==> config.mk <==
export PLATFORM = sky130hd
export DESIGN_NAME = adder_tree
export DESIGN_NICKNAME = d
export VERILOG_FILES = /design/src/rtl/adder_tree.sv
export SDC_FILE = /design/constraint.sdc
export NUM_CORES = 1
export LEC_CHECK = 0
export ABC_CLOCK_PERIOD_IN_PS = 3100
export CAP_MARGIN = 30
export CORE_MARGIN = 3
export CORE_UTILIZATION = 39
export CTS_BUF_LIST = sky130_fd_sc_hd__clkbuf_16
export DETAILED_ROUTE_END_ITERATION = 8
export GPL_TIMING_DRIVEN = 0
export PLACE_DENSITY = 0.6
export RECOVER_POWER = 100
export SLEW_MARGIN = 5
export SYNTH_ARGS = -nofsm -noshare
export SYNTH_HDL_FRONTEND = slang
export SYNTH_SLANG_ARGS = --single-unit
==> constraint.sdc <==
create_clock -name clk -period 3.1 [get_ports clk]
set_clock_uncertainty 0.1 [all_clocks]
set_input_delay 0.93 -clock clk [delete_from_list [all_inputs] [get_ports clk]]
set_output_delay 0.93 -clock clk [all_outputs]
set_load 0.005 [all_outputs]
==> src/rtl/adder_tree.sv <==
// adder_tree: pipelined binary reduction tree that sums NUM operands of
// BITS bits. There are LAT = clog2(NUM) register stages, with one addition
// level per stage. The full-precision sum is converted to OUT_BITS at the
// last stage, by wrapping or by saturating.
//
// Parameters:
//   BITS     - operand width
//   NUM      - operand count (2..64, need not be a power of two)
//   OUT_BITS - result width (1..BITS+clog2(NUM))
//   SIGNED   - 1: operands and result are two's complement
//   SAT      - 1: clamp the result when it is out of range, 0: wrap
//
// Ports:
//   clk       - clock; all state updates on the rising edge
//   rst       - asynchronous active-high reset
//   valid_in  - an operand set is present on i
//   ready_out - the block accepts an operand set this cycle
//   i         - packed operands; operand k is at i[k*BITS +: BITS]
//   o         - converted sum
//   valid_out - o is valid
//   ready_in  - downstream accepts o
//   ovf       - sticky flag: an out-of-range sum was handed off
//   ovf_clr   - synchronous clear of ovf; a set in the same cycle wins
//
// Handshake: a transfer happens on a rising edge where valid and ready are
// both high. The producer holds valid (and its data) until the transfer
// happens. The pipeline advances only when en = !valid_out | ready_in, and
// ready_out equals en, so the block never drops a result it is presenting.
module adder_tree #(
  parameter int BITS     = 8,
  parameter int NUM      = 8,
  parameter int OUT_BITS = BITS,
  parameter int SIGNED   = 0,
  parameter int SAT      = 0
) (
  input  logic                     clk,
  input  logic                     rst,
  input  logic                     valid_in,
  output logic                     ready_out,
  input  logic [NUM*BITS-1:0]      i,
  output logic [OUT_BITS-1:0]      o,
  output logic                     valid_out,
  input  logic                     ready_in,
  output logic                     ovf,
  input  logic                     ovf_clr
);

  localparam int LAT = $clog2(NUM);
  localparam int FW  = BITS + LAT;

  // Every node is held at the full width FW. A node at level l only ever
  // carries a value that fits in BITS+l bits, so the extra high bits are
  // pure sign or zero extension and synthesis trims them. No level can
  // overflow.
  logic [FW-1:0] lvl_in [LAT][2*NUM];
  logic [FW-1:0] nxt    [LAT][NUM];
  logic [FW-1:0] dat    [LAT][NUM];
  logic [LAT-1:0] vld;
  logic          en;
  logic [FW-1:0] s_full;
  logic          ovr;

  function automatic logic [FW-1:0] ext(input logic [BITS-1:0] x);
    if (SIGNED != 0) return {{LAT{x[BITS-1]}}, x};
    else             return {{LAT{1'b0}}, x};
  endfunction

  // The input vector of each level is padded with zero nodes up to 2*NUM
  // entries. A node past the live count of a level is always zero, so an
  // odd leftover operand is added to zero. It passes through unchanged
  // without any special case.
  always_comb begin
    for (int l = 0; l < LAT; l++)
      for (int k = 0; k < 2*NUM; k++)
        lvl_in[l][k] = '0;
    for (int k = 0; k < NUM; k++)
      lvl_in[0][k] = ext(i[k*BITS +: BITS]);
    for (int l = 1; l < LAT; l++)
      for (int k = 0; k < NUM; k++)
        lvl_in[l][k] = dat[l-1][k];
    for (int l = 0; l < LAT; l++)
      for (int k = 0; k < NUM; k++)
        nxt[l][k] = lvl_in[l][2*k] + lvl_in[l][2*k+1];
  end

  assign valid_out = vld[LAT-1];
  assign en        = !valid_out | ready_in;
  assign ready_out = en;

  // Data is reset too, so o never shows X. Data in an invalid stage still
  // moves, but nothing downstream looks at it.
  always_ff @(posedge clk or posedge rst) begin
    if (rst) begin
      vld <= '0;
      for (int l = 0; l < LAT; l++)
        for (int k = 0; k < NUM; k++)
          dat[l][k] <= '0;
    end else if (en) begin
      vld[0] <= valid_in;
      for (int l = 1; l < LAT; l++)
        vld[l] <= vld[l-1];
      for (int l = 0; l < LAT; l++)
        for (int k = 0; k < NUM; k++)
          dat[l][k] <= nxt[l][k];
    end
  end

  assign s_full = dat[LAT-1][0];

  // Output conversion of the full sum s_full.
  generate
    if (OUT_BITS == FW) begin : g_full
      assign o   = s_full;
      assign ovr = 1'b0;
    end else if (SIGNED != 0) begin : g_signed
      localparam logic [OUT_BITS-1:0] MINV = OUT_BITS'(1) << (OUT_BITS - 1);
      localparam logic [OUT_BITS-1:0] MAXV = MINV - OUT_BITS'(1);
      // The sum fits only when every bit from the OUT_BITS sign position up
      // is a copy of the sign.
      logic [FW-OUT_BITS:0] top;
      assign top = s_full[FW-1:OUT_BITS-1];
      assign ovr = !((&top) | ~(|top));
      assign o   = (ovr && SAT != 0) ? (s_full[FW-1] ? MINV : MAXV)
                                     : s_full[OUT_BITS-1:0];
    end else begin : g_unsigned
      assign ovr = |s_full[FW-1:OUT_BITS];
      assign o   = (ovr && SAT != 0) ? '1 : s_full[OUT_BITS-1:0];
    end
  endgenerate

  always_ff @(posedge clk or posedge rst) begin
    if (rst)                               ovf <= 1'b0;
    else if (valid_out && ready_in && ovr) ovf <= 1'b1;
    else if (ovf_clr)                      ovf <= 1'b0;
  end

endmodule

==> reports/metrics.yaml <==
status: "finished, final reports clean"
whs_path_depth: 1
ys_seq_elements: 71
min_from: "vld[1]"
htree_levels: 3
cts_sinks: 71
start_util: 0.4055
start_kind: "input port"
vias_per_cell: 5.180
gp_congestion: 0.8082
powerDensity_nw_per_um2: 886.8
whs_ns: 0.3588
worstHoldPathType: "reg -> reg"
required_ns: 2.07
cts-hold-fix-buffers: 0
reg2reg_depth: 8
cts_tree: "done"
async_reset_ff_frac: 1.000
grt_max_degree: 53
worstSetupEndpointType: "output port"
multi_input_area_sq_um: 2950
finalCriticalPeriod_ns: 2.981
worst_pin_slew_ns: 0.8963
whs_endpoint: "vld[2]"
stdcell_area_sq_um: 6327
synth_cells: 549
antenna_found_initial: 0
route.vias.total: 4227
placed_area_sq_um: 5962
syn_nets: 685
min_period_over_period: 0.9617
rows: 40
gr-total-overflow: 0
num-nets-final: 780
synth_area_sq_um: 4931
die_area_sq_um: 14030
hold_viol_final: 0
synth_area_per_cell_sq_um: 8.982
seq_area_sq_um: 1777
grt_pass1_wl_um: 20800
clockBufferDepth: 2
dp_cells: 797
drc_errors: 0
critPathMaxFanout: 2
synth.distinct_cells: 40
n_fill_cell: 1166
ff2ff_setup_slack_ns: 0.82
insertion_delay_ns: 0.33
grt_setup_unrepaired: "no"
finalMaxSlewViolations: 0
detail_route.wl_per_cell_um: 15.20
final_cell_count_no_fill: 816
dp_slack_ns: -0.9498
ios: 80
drtAntennaViolNets: 0
regToRegEndpoint: "dat[221]"
cts-root-buf: "clkbuf_16"
hpwl_um: 9441
yosysSeqAreaShare: 0.3603
rr_startpoint: "vld[2]"
synth_ff_type: "dfrtp_1"
peakVddDrop_v: 0.0003872
die_w_um: 118.4
die_y_um: 118.4
io_buffers: 79
cts_buffers: 9
leakage_uw: 0.002761
synth_edf_count: 0
max-cap-violations: 0
clock.fmax_mhz: 335.4
wl_um: 12400
relSlewSlack: 0.3992
coreArea_sq_um: 12160
grtUsageTotal: 0.1840
crit_type: "in -> out"
dr.pass1.iters: 4
ys.warnings.count: 0
grt_pass1_vias: 4253
setup-violations-final: 0
layout_setup_ws_ns: 0.1187
path_clk_slew_ns: 0.06
drtIter0Drc: 173
cp.arrival_ns: 1.95
drive_gt1_frac: 0.05401
synthToLayoutAreaGrowth_pct: 28.32
antenna_cells: 0
logic make-up after synthesis:
group / after synthesis / share of synthesized area
adders and majority gates: 67 / 0.1807
buffers and inverters: 44 / 0.04136
xor gates and xnor gates: 27 / 0.04796
DFF: 71 / 0.3603
and+or+nand+nor: 152 / 0.1365
AOI/OAI and AO/OA: 188 / 0.2332
where the power goes:
part | leakage, uW | switching (uW) | internal [uW]
clock network | 0.000159 | 390 | 779
logic | 0.00177 | 1530 | 1340
registers | 0.000834 | 246 | 1330
how the worst max path moves through the flow:
stage	from	end	slack (ns)	cells past startpoint
after global routing	i[16]	dat[250]	0.06	8
after floorplan	rst	dat[154]	0.27	1
after CTS	ready_in	ready_out	0.16	7
after global placement	ready_in	ready_out	-0.97	7
final	ready_in	ready_out	0.12	7
after detailed placement	ready_in	ready_out	-0.95	7
stage by stage:
| step | util | power [uW] | setup TNS (ns) |
|---|---|---|---|
| detailed placement | 0.4902 | 4441 | -1.005 |
| global route | 0.5203 | 6110 | 0 |
| finish | 0.5203 | 5611 | 0 |
| CTS | 0.5231 | 5677 | 0 |
| floorplan | - | 3606 | 0 |
| global placement | 0.4878 | 4365 | -67.99 |
sequential cells by signal, indices dropped and copies added (netlist names):
signal  cells
dat        56
s_full     11
vld         3
ovf         1
layout by cell type (no fill, tap or decap), types with 14 or more instances in the layout:
master           Yosys  routed
nand2_1             77      77
o21ai_0             70      71
dfrtp_1             71      71
ha_1                60      60
clkdlybuf4s50_1      0      60
nor2_1              40      40
a21oi_1             38      38
inv_1               20      19
xor2_1              19      19
dlygate4sd3_1        0      17
a211oi_1            16      16
o21a_1              15      15
clkbuf_1             9      14
worst max-delay path, stage by stage:
cell and delay, ns:
dlygate4sd2_1 0.24, nor2b_1 0.14, clkbuf_8 0.14, inv_1 0.06
buf_8 0.13, buf_12 0.12, clkdlybuf4s15_1 0.19
cell usage after synthesis, types with 9 or more instances:
cell type,instances,area [sq um]
dfrtp_1,71,1777
a211oi_1,16,120.1
nand2_1,77,289.0
o21ai_0,70,350.3
ha_1,60,750.7
clkbuf_1,9,33.78
nor2_1,40,150.1
inv_1,20,75.07
a21o_1,10,75.07
o21a_1,15,112.6
a21oi_1,38,190.2
xor2_1,19,166.4
layer usage:
| layer | vias up | track usage | wire [um] |
|---|---|---|---|
| li1 | 2148 | - | - |
| met4 | 0 | 0.06300 | 199 |
| met2 | 102 | 0.2944 | 5701 |
| met1 | 1965 | 0.2556 | 5727 |
| met3 | 12 | 0.02775 | 772 |
| met5 | - | 0 | 0 |
cell type report:
cell class                      count  area share
Clock buffer                        9     0.03559
Sequential cell                    71      0.2808
Buffer                             24     0.02511
Multi-Input combinational cell    434      0.4663
Timing Repair Buffer               84      0.1295
Inverter                           20     0.01206
Tap cell                          168     0.03322
Clock inverter                      6     0.01740
timing repair:
action	CTS	global route
setup buffers	4	0
endpoints found under the hold margin	0	0
gates resized for setup	15	0
setup endpoints to repair	1	0
Power figures use the tool's default switching activity.
